File: src/rtl/mmio_pkg.sv
// Shared definitions for memory-mapped peripherals on the CPU data bus.
//   mem_write_e : store-size encoding carried on mem_write
//   REG_*       : 4-bit register indices (addr[5:2]) of the GPIO block
//   lane_merge  : places store data into its byte/half lane(s) over a base word
package mmio_pkg;

  typedef enum logic [1:0] {
    MW_NONE = 2'b00,
    MW_BYTE = 2'b01,
    MW_HALF = 2'b10,
    MW_WORD = 2'b11
  } mem_write_e;

  localparam logic [3:0] REG_IN      = 4'h0;
  localparam logic [3:0] REG_OUT     = 4'h1;
  localparam logic [3:0] REG_OUT_SET = 4'h2;
  localparam logic [3:0] REG_OUT_CLR = 4'h3;
  localparam logic [3:0] REG_OUT_TGL = 4'h4;
  localparam logic [3:0] REG_RISE_EN = 4'h5;
  localparam logic [3:0] REG_FALL_EN = 4'h6;
  localparam logic [3:0] REG_FLAGS   = 4'h7;
  localparam logic [3:0] REG_IRQ_EN  = 4'h8;

  // Bytes not covered by the store keep their value from 'base'. Pass the
  // current register for read-modify-write registers, or zero for
  // set/clear/toggle/W1C style registers so untouched lanes act as 0.
  function automatic logic [31:0] lane_merge(input logic [31:0] base,
                                             input logic [31:0] wdata,
                                             input mem_write_e  mw,
                                             input logic [1:0]  lane);
    logic [31:0] r;
    r = base;
    case (mw)
      MW_WORD: r = wdata;
      MW_HALF: begin
        if (lane[1]) r[31:16] = wdata[15:0];
        else         r[15:0]  = wdata[15:0];
      end
      MW_BYTE: r[{lane, 3'b000} +: 8] = wdata[7:0];
      default: r = base;
    endcase
    return r;
  endfunction

endpackage

File: src/rtl/mmio_gpio_if.sv
// CPU data-bus slave port of a memory-mapped peripheral.
//   addr      : byte address
//   wdata     : store data, LSB-aligned
//   mem_write : store size (see mmio_pkg::mem_write_e), 00 = no store
//   rdata     : combinational read data, 0 when the block is not addressed
//   hit       : address lies inside the peripheral's window
// Handshake: there is no valid/ready pair. A store is accepted on the rising
// clk edge where hit && mem_write != 00; reads are pure combinational lookups
// with no side effects, so the master may sample rdata at any time.
interface mmio_gpio_if;
  logic [31:0] addr;
  logic [31:0] wdata;
  logic [1:0]  mem_write;
  logic [31:0] rdata;
  logic        hit;

  modport master (output addr, output wdata, output mem_write,
                  input  rdata, input  hit);
  modport slave  (input  addr, input  wdata, input  mem_write,
                  output rdata, output hit);
endinterface

File: src/rtl/mmio_gpio_in_filter.sv
// One GPIO input channel: multi-flop synchroniser followed by a debouncer.
//   clk, reset : system clock, asynchronous active-low reset
//   pin        : raw asynchronous pin
//   stable     : debounced value
//   update     : high in the cycle whose clock edge will change 'stable'
//   sample     : synchronised pin value ('stable' takes it when update is high)
module gpio_in_filter #(
  parameter int SYNC_STAGES     = 2,
  parameter int DEBOUNCE_CYCLES = 4
) (
  input  logic clk,
  input  logic reset,
  input  logic pin,
  output logic stable,
  output logic update,
  output logic sample
);

  localparam int              CW       = $clog2(DEBOUNCE_CYCLES) + 1;
  localparam logic [CW-1:0]   CNT_LAST = CW'(DEBOUNCE_CYCLES - 1);

  logic [SYNC_STAGES-1:0] sync_q;
  logic [CW-1:0]          cnt_q;
  logic                   stable_q;
  logic                   s;

  assign s      = sync_q[SYNC_STAGES-1];
  // The stable value flips only after DEBOUNCE_CYCLES consecutive cycles of
  // disagreement; any agreeing cycle in between restarts the count.
  assign update = (s != stable_q) && (cnt_q == CNT_LAST);
  assign stable = stable_q;
  assign sample = s;

  always_ff @(posedge clk or negedge reset) begin
    if (!reset) begin
      sync_q   <= '0;
      cnt_q    <= '0;
      stable_q <= 1'b0;
    end else begin
      sync_q <= {sync_q[SYNC_STAGES-2:0], pin};
      if (s == stable_q) begin
        cnt_q <= '0;
      end else if (update) begin
        stable_q <= s;
        cnt_q    <= '0;
      end else begin
        cnt_q <= cnt_q + CW'(1);
      end
    end
  end

endmodule

File: src/rtl/mmio_gpio.sv
// Memory-mapped GPIO peripheral with debounced inputs, set/clear/toggle
// output aliases, rise/fall edge flags and a registered level interrupt.
//   clk, reset : system clock, asynchronous active-low reset
//   bus        : CPU data-bus slave port (addr, wdata, mem_write, rdata, hit)
//   gpio_in    : asynchronous input pins
//   gpio_out   : output pins, driven straight from the OUT register
//   irq        : level interrupt, |(FLAGS & IRQ_EN) registered
module mmio_gpio
  import mmio_pkg::*;
#(
  parameter logic [31:0] BASE_ADDR       = 32'h0000_1000,
  parameter int          N_IN            = 16,
  parameter int          N_OUT           = 16,
  parameter int          SYNC_STAGES     = 2,
  parameter int          DEBOUNCE_CYCLES = 4,
  parameter logic [31:0] OUT_RESET       = 32'h0
) (
  input  logic             clk,
  input  logic             reset,
  mmio_gpio_if.slave       bus,
  input  logic [N_IN-1:0]  gpio_in,
  output logic [N_OUT-1:0] gpio_out,
  output logic             irq
);

  logic [3:0]       idx;
  logic [1:0]       lane;
  mem_write_e       mw;
  logic             hit_c;
  logic             we;

  logic [N_OUT-1:0] out_q, out_n;
  logic [N_IN-1:0]  rise_en_q, rise_en_n;
  logic [N_IN-1:0]  fall_en_q, fall_en_n;
  logic [N_IN-1:0]  irq_en_q, irq_en_n;
  logic [N_IN-1:0]  flags_q, flags_n;
  logic [N_IN-1:0]  w1c;
  logic [N_IN-1:0]  rise, fall;
  logic             irq_q;

  logic [N_IN-1:0]  in_stable, in_update, in_sample;

  logic [31:0]      v_alias, v_out, v_rise, v_fall, v_irq_en;
  logic [31:0]      rdata_c;

  assign idx   = bus.addr[5:2];
  assign lane  = bus.addr[1:0];
  assign mw    = mem_write_e'(bus.mem_write);
  assign hit_c = (bus.addr[31:6] == BASE_ADDR[31:6]);
  assign we    = hit_c && (mw != MW_NONE);

  // ---------------------------------------------------------------- inputs
  for (genvar i = 0; i < N_IN; i++) begin : g_in
    gpio_in_filter #(
      .SYNC_STAGES    (SYNC_STAGES),
      .DEBOUNCE_CYCLES(DEBOUNCE_CYCLES)
    ) u_filter (
      .clk    (clk),
      .reset  (reset),
      .pin    (gpio_in[i]),
      .stable (in_stable[i]),
      .update (in_update[i]),
      .sample (in_sample[i])
    );
  end

  // ---------------------------------------------------------- store values
  assign v_alias  = lane_merge(32'h0,           bus.wdata, mw, lane);
  assign v_out    = lane_merge(32'(out_q),      bus.wdata, mw, lane);
  assign v_rise   = lane_merge(32'(rise_en_q),  bus.wdata, mw, lane);
  assign v_fall   = lane_merge(32'(fall_en_q),  bus.wdata, mw, lane);
  assign v_irq_en = lane_merge(32'(irq_en_q),   bus.wdata, mw, lane);

  // Bits above the channel counts are dropped on purpose.
  logic unused_hi;
  assign unused_hi = ^{v_alias, v_out, v_rise, v_fall, v_irq_en};

  always_comb begin
    out_n     = out_q;
    rise_en_n = rise_en_q;
    fall_en_n = fall_en_q;
    irq_en_n  = irq_en_q;
    w1c       = '0;
    if (we) begin
      case (idx)
        REG_OUT:     out_n     = v_out[N_OUT-1:0];
        REG_OUT_SET: out_n     = out_q |  v_alias[N_OUT-1:0];
        REG_OUT_CLR: out_n     = out_q & ~v_alias[N_OUT-1:0];
        REG_OUT_TGL: out_n     = out_q ^  v_alias[N_OUT-1:0];
        REG_RISE_EN: rise_en_n = v_rise[N_IN-1:0];
        REG_FALL_EN: fall_en_n = v_fall[N_IN-1:0];
        REG_FLAGS:   w1c       = v_alias[N_IN-1:0];
        REG_IRQ_EN:  irq_en_n  = v_irq_en[N_IN-1:0];
        default:     ;
      endcase
    end
    // Edges are taken from the debouncer's update strobe so a flag lands on
    // the same edge as the IN change. New edges are OR-ed in after the W1C
    // mask, so a set beats a simultaneous clear.
    rise    = in_update &  in_sample & rise_en_q;
    fall    = in_update & ~in_sample & fall_en_q;
    flags_n = (flags_q & ~w1c) | rise | fall;
  end

  always_ff @(posedge clk or negedge reset) begin
    if (!reset) begin
      out_q     <= OUT_RESET[N_OUT-1:0];
      rise_en_q <= '0;
      fall_en_q <= '0;
      irq_en_q  <= '0;
      flags_q   <= '0;
      irq_q     <= 1'b0;
    end else begin
      out_q     <= out_n;
      rise_en_q <= rise_en_n;
      fall_en_q <= fall_en_n;
      irq_en_q  <= irq_en_n;
      flags_q   <= flags_n;
      irq_q     <= |(flags_q & irq_en_q);
    end
  end

  // ----------------------------------------------------------------- reads
  always_comb begin
    rdata_c = '0;
    if (hit_c) begin
      case (idx)
        REG_IN:      rdata_c = 32'(in_stable);
        REG_OUT:     rdata_c = 32'(out_q);
        REG_RISE_EN: rdata_c = 32'(rise_en_q);
        REG_FALL_EN: rdata_c = 32'(fall_en_q);
        REG_FLAGS:   rdata_c = 32'(flags_q);
        REG_IRQ_EN:  rdata_c = 32'(irq_en_q);
        default:     rdata_c = '0;
      endcase
    end
  end

  assign bus.rdata = rdata_c;
  assign bus.hit   = hit_c;
  assign gpio_out  = out_q;
  assign irq       = irq_q;

endmodule

File: src/flat_wrapper.sv
// flat-port wrapper written by rule: the top's interface ports become plain ports
module mmio_gpio_flat import mmio_pkg::*;
#(
  parameter logic [31:0] BASE_ADDR       = 32'h0000_1000,
  parameter int          N_IN            = 16,
  parameter int          N_OUT           = 16,
  parameter int          SYNC_STAGES     = 2,
  parameter int          DEBOUNCE_CYCLES = 4,
  parameter logic [31:0] OUT_RESET       = 32'h0
)
  (clk, reset, gpio_in, gpio_out, irq, bus_addr, bus_wdata, bus_mem_write, bus_rdata, bus_hit);
  mmio_gpio_if bus_i ();
  input  logic clk;
  input  logic reset;
  input  logic [N_IN-1:0] gpio_in;
  output logic [N_OUT-1:0] gpio_out;
  output logic irq;
  input wire logic [$bits(bus_i.addr)-1:0] bus_addr;
  input wire logic [$bits(bus_i.wdata)-1:0] bus_wdata;
  input wire logic [$bits(bus_i.mem_write)-1:0] bus_mem_write;
  output wire logic [$bits(bus_i.rdata)-1:0] bus_rdata;
  output wire logic [$bits(bus_i.hit)-1:0] bus_hit;
  assign bus_i.addr = bus_addr;
  assign bus_i.wdata = bus_wdata;
  assign bus_i.mem_write = bus_mem_write;
  assign bus_rdata = bus_i.rdata;
  assign bus_hit = bus_i.hit;
  mmio_gpio #(.BASE_ADDR(BASE_ADDR), .N_IN(N_IN), .N_OUT(N_OUT), .SYNC_STAGES(SYNC_STAGES), .DEBOUNCE_CYCLES(DEBOUNCE_CYCLES), .OUT_RESET(OUT_RESET)) u_core (.clk(clk), .reset(reset), .bus(bus_i), .gpio_in(gpio_in), .gpio_out(gpio_out), .irq(irq));
endmodule
File: config.mk
export PLATFORM = sky130hd
export DESIGN_NAME = mmio_gpio_flat
export DESIGN_NICKNAME = d
export VERILOG_FILES = /design/src/rtl/mmio_pkg.sv /design/src/rtl/mmio_gpio_if.sv /design/src/rtl/mmio_gpio_in_filter.sv /design/src/rtl/mmio_gpio.sv /design/src/flat_wrapper.sv
export SDC_FILE = /design/constraint.sdc
export NUM_CORES = 1
export LEC_CHECK = 0
export CAP_MARGIN = 20
export CORE_ASPECT_RATIO = 2
export CORE_MARGIN = 1.5
export CORE_UTILIZATION = 55
export DETAILED_ROUTE_END_ITERATION = 16
export PLACE_DENSITY = 0.88
export SETUP_SLACK_MARGIN = 0.15
export SLEW_MARGIN = 20
export SYNTH_ARGS = -nofsm -noshare
export SYNTH_HDL_FRONTEND = slang
export SYNTH_SLANG_ARGS = --single-unit
export TNS_END_PERCENT = 50
File: constraint.sdc
create_clock -name clk -period 3.9 [get_ports clk]
set_input_delay 0.78 -clock clk [delete_from_list [all_inputs] [get_ports clk]]
set_output_delay 0.78 -clock clk [all_outputs]
set_load 0.01 [all_outputs]
==> results.json <==
{
  "status": "finished clean",
  "synth_area_per_cell_um2": 11.4,
  "min_path_type": "input pin to asynchronous set/reset pin",
  "worstSkewPairLatency_ps": 430,
  "clk_pin_slew_ps": 60,
  "antennaDiodeCount": 0,
  "ctsHoldBuffers": 0,
  "cts_max_path_buffers": 2,
  "netlist_area_mm2": 0.00893,
  "r2r-end": "u_core.gpio_out[13]",
  "synth_ff_type": "dfrtp_1",
  "max_slew.worst_pin.slew_ps": 860,
  "first_iter_violations": 685,
  "cp_max_fo": 8,
  "grt_pass1_vias": 7556,
  "vias_per_cell": 6.35,
  "p_per_area_mw_per_mm2": 452,
  "grt_pass1_wl_um": 38600,
  "slew_viol_final": 0,
  "synth.largest_area_cell": "dfrtp_1",
  "grtUsageTotal_pct": 30.1,
  "cts-root-buf": "clkbuf_16",
  "synth-async-reset-ratio_pct": 100,
  "portBuffers": 101,
  "syn_to_final_growth_pct": 23.0,
  "core_region_area_mm2": 0.0159,
  "die_w_um": 93.1,
  "synthTopCellsByArea": "dfrtp_1 50%, mux2_2 10%, ha_1 7.0%",
  "die-area_mm2": 0.0171,
  "clock_skew_ps": 5.98,
  "rows": 65,
  "wl_per_cell_um": 21.2,
  "antenna_found_initial": 0,
  "rsz0062_at_grt": "true",
  "wirelength_um": 23900,
  "crit_type": "input pin to output pin",
  "reg2reg_from": "u_core.gpio_out[13]",
  "stdcell_count": 1128,
  "globalplace.congestion": 0.953,
  "peakVddDrop_mv": 0.379,
  "dp.cells": 1096,
  "final_util_pct": 69.3,
  "ys_ff_latch": 177,
  "post-place-ws_ps": -180,
  "reg2reg_slack_ps": 2150,
  "antenna_left": 0,
  "synth-edff-count": 0,
  "max-slew-margin-rel_pct": 42.2,
  "synth_top_area_share_pct": 49.6,
  "yosysWarnings": 0,
  "htree_levels": 4,
  "grt_start_max_net_pins": 67,
  "p_leak_uw": 0.00482,
  "arrival_ps": 2960,
  "r2r_cells": 6,
  "crit_path_end_kind": "output pin",
  "setup_ws_ps": 159,
  "synthTopCellsByCount": "177 x dfrtp_1, 81 x mux2_2, 65 x nand2_1",
  "num_vias": 7168,
  "syn-instance-count": 785,
  "tritoncts": "built",
  "max_freq_mhz": 267,
  "period_share_pct": 95.9,
  "period_needed_ps": 3740,
  "power_uw": 4970,
  "yosysUniqueCellTypes": 43,
  "setup_viol": 0,
  "overflow": 0,
  "nNetsFinal": 1048,
  "start_kind": "input pin",
  "ios": 134,
  "drt_first_pass_iters": 6,
  "worstPathRequired_ps": 3120,
  "yosysMostFrequentCell": "dfrtp_1",
  "yosysSeqAreaShare_pct": 49.6,
  "clkSinkCount": 177,
  "cap_violations": 0,
  "fill_cells": 1076,
  "drc": 0,
  "final_layout_size_suffix_gt1_share_pct": 19.5,
  "final-hold-violation-count": 0,
  "start_util_pct": 56.3,
  "die_y_um": 183,
  "cts_made_buffers": 17,
  "hpwl_um": 17000
}
## registers in the layout, summed over array words and instances, names as in the netlist
register                     cells
u_core.fall_en_q                16
u_core.flags_q                  16
u_core.g_in.u_filter.cnt_q      48
u_core.g_in.u_filter.stable     16
u_core.g_in.u_filter.sync_q     32
u_core.gpio_out                 16
u_core.irq                       1
u_core.irq_en_q                 16
u_core.rise_en_q                16
## critical path, stage by stage
cell and delay [ps]:
clkdlybuf4s50_1 390, or4_1 520, or3_4 400, clkinv_1 80
nand4_1 100, buf_4 220, a31oi_1 210, clkdlybuf4s15_1 270
## worst max path at each step
stage | slack (ps) | endpoint | start | depth (start not counted)
6_report | 160 | bus_rdata[15] | bus_addr[21] | 8
5_1_grt | 80 | bus_rdata[12] | bus_addr[6] | 9
4_1_cts | 150 | bus_rdata[8] | bus_addr[8] | 9
3_5_place_dp | -180 | bus_rdata[2] | bus_addr[8] | 9
3_3_place_gp | -160 | bus_rdata[5] | bus_addr[8] | 9
2_1_floorplan | 480 | bus_rdata[10] | bus_addr[21] | 7
## layer usage
metal	share of wire, %	GRT usage (%)
met1	34	31.8
met2	51	51.3
met3	6.9	6.88
met4	7.8	22.1
met5	0	0
## area by class of cell
cell class | count | area, µm² | area share, %
clock buffers | 18 | 429 | 3.91
clock inverters | 14 | 226 | 2.06
inverters | 34 | 128 | 1.16
multi-input cells | 546 | 4250 | 38.7
flip-flops and latches | 177 | 4430 | 40.3
well taps | 201 | 251 | 2.29
repair buffers | 138 | 1270 | 11.6
## repair_timing
action	4_1_cts	5_1_grt
gates resized for setup	25	19
pin swaps	0	1
setup endpoints to repair	16	17
hold endpoints to repair	0	0
setup buffers	0	0
## cell usage in the layout (no fill, tap or decap), types with 17 or more instances in the layout
cell type	Yosys	layout
a31oi_1	22	18
dfrtp_1	177	177
nand2_1	65	65
o21ai_0	40	40
nor3_1	18	17
inv_1	33	33
a22o_1	19	19
clkdlybuf4s50_1	0	84
clkbuf_16	0	17
ha_1	50	50
nor3b_1	32	31
a22oi_1	62	62
buf_4	16	35
mux2_2	81	81
## where the power goes
group	switching [µW]	internal [µW]	total, µW
clock network	743	1150	1890
logic	397	412	809
registers	198	2070	2270
total	1340	3630	4970
## metrics by stage
stage | cell area [µm²] | TNS, ps | hold slack [ps]
after detailed placement | 10300 | -2270 | 336
after global routing | 11000 | 0 | 353
after floorplan | 8990 | 0 | 331
after CTS | 11000 | 0 | 347
after global placement | 10300 | -2010 | 332
final | 11000 | 0 | 316
## cell families after synthesis
| group | synth area share [%] |
|---|---|
| xor+xnor | 1.57 |
| buf+inv | 4.16 |
| simple gates | 13.8 |
| compound gates | 13.6 |
| fa+ha+maj | 7.01 |
| mux | 10.2 |
| flops | 49.6 |
| other cells | 0.0420 |
No activity file was read; power rests on OpenSTA's default activity.
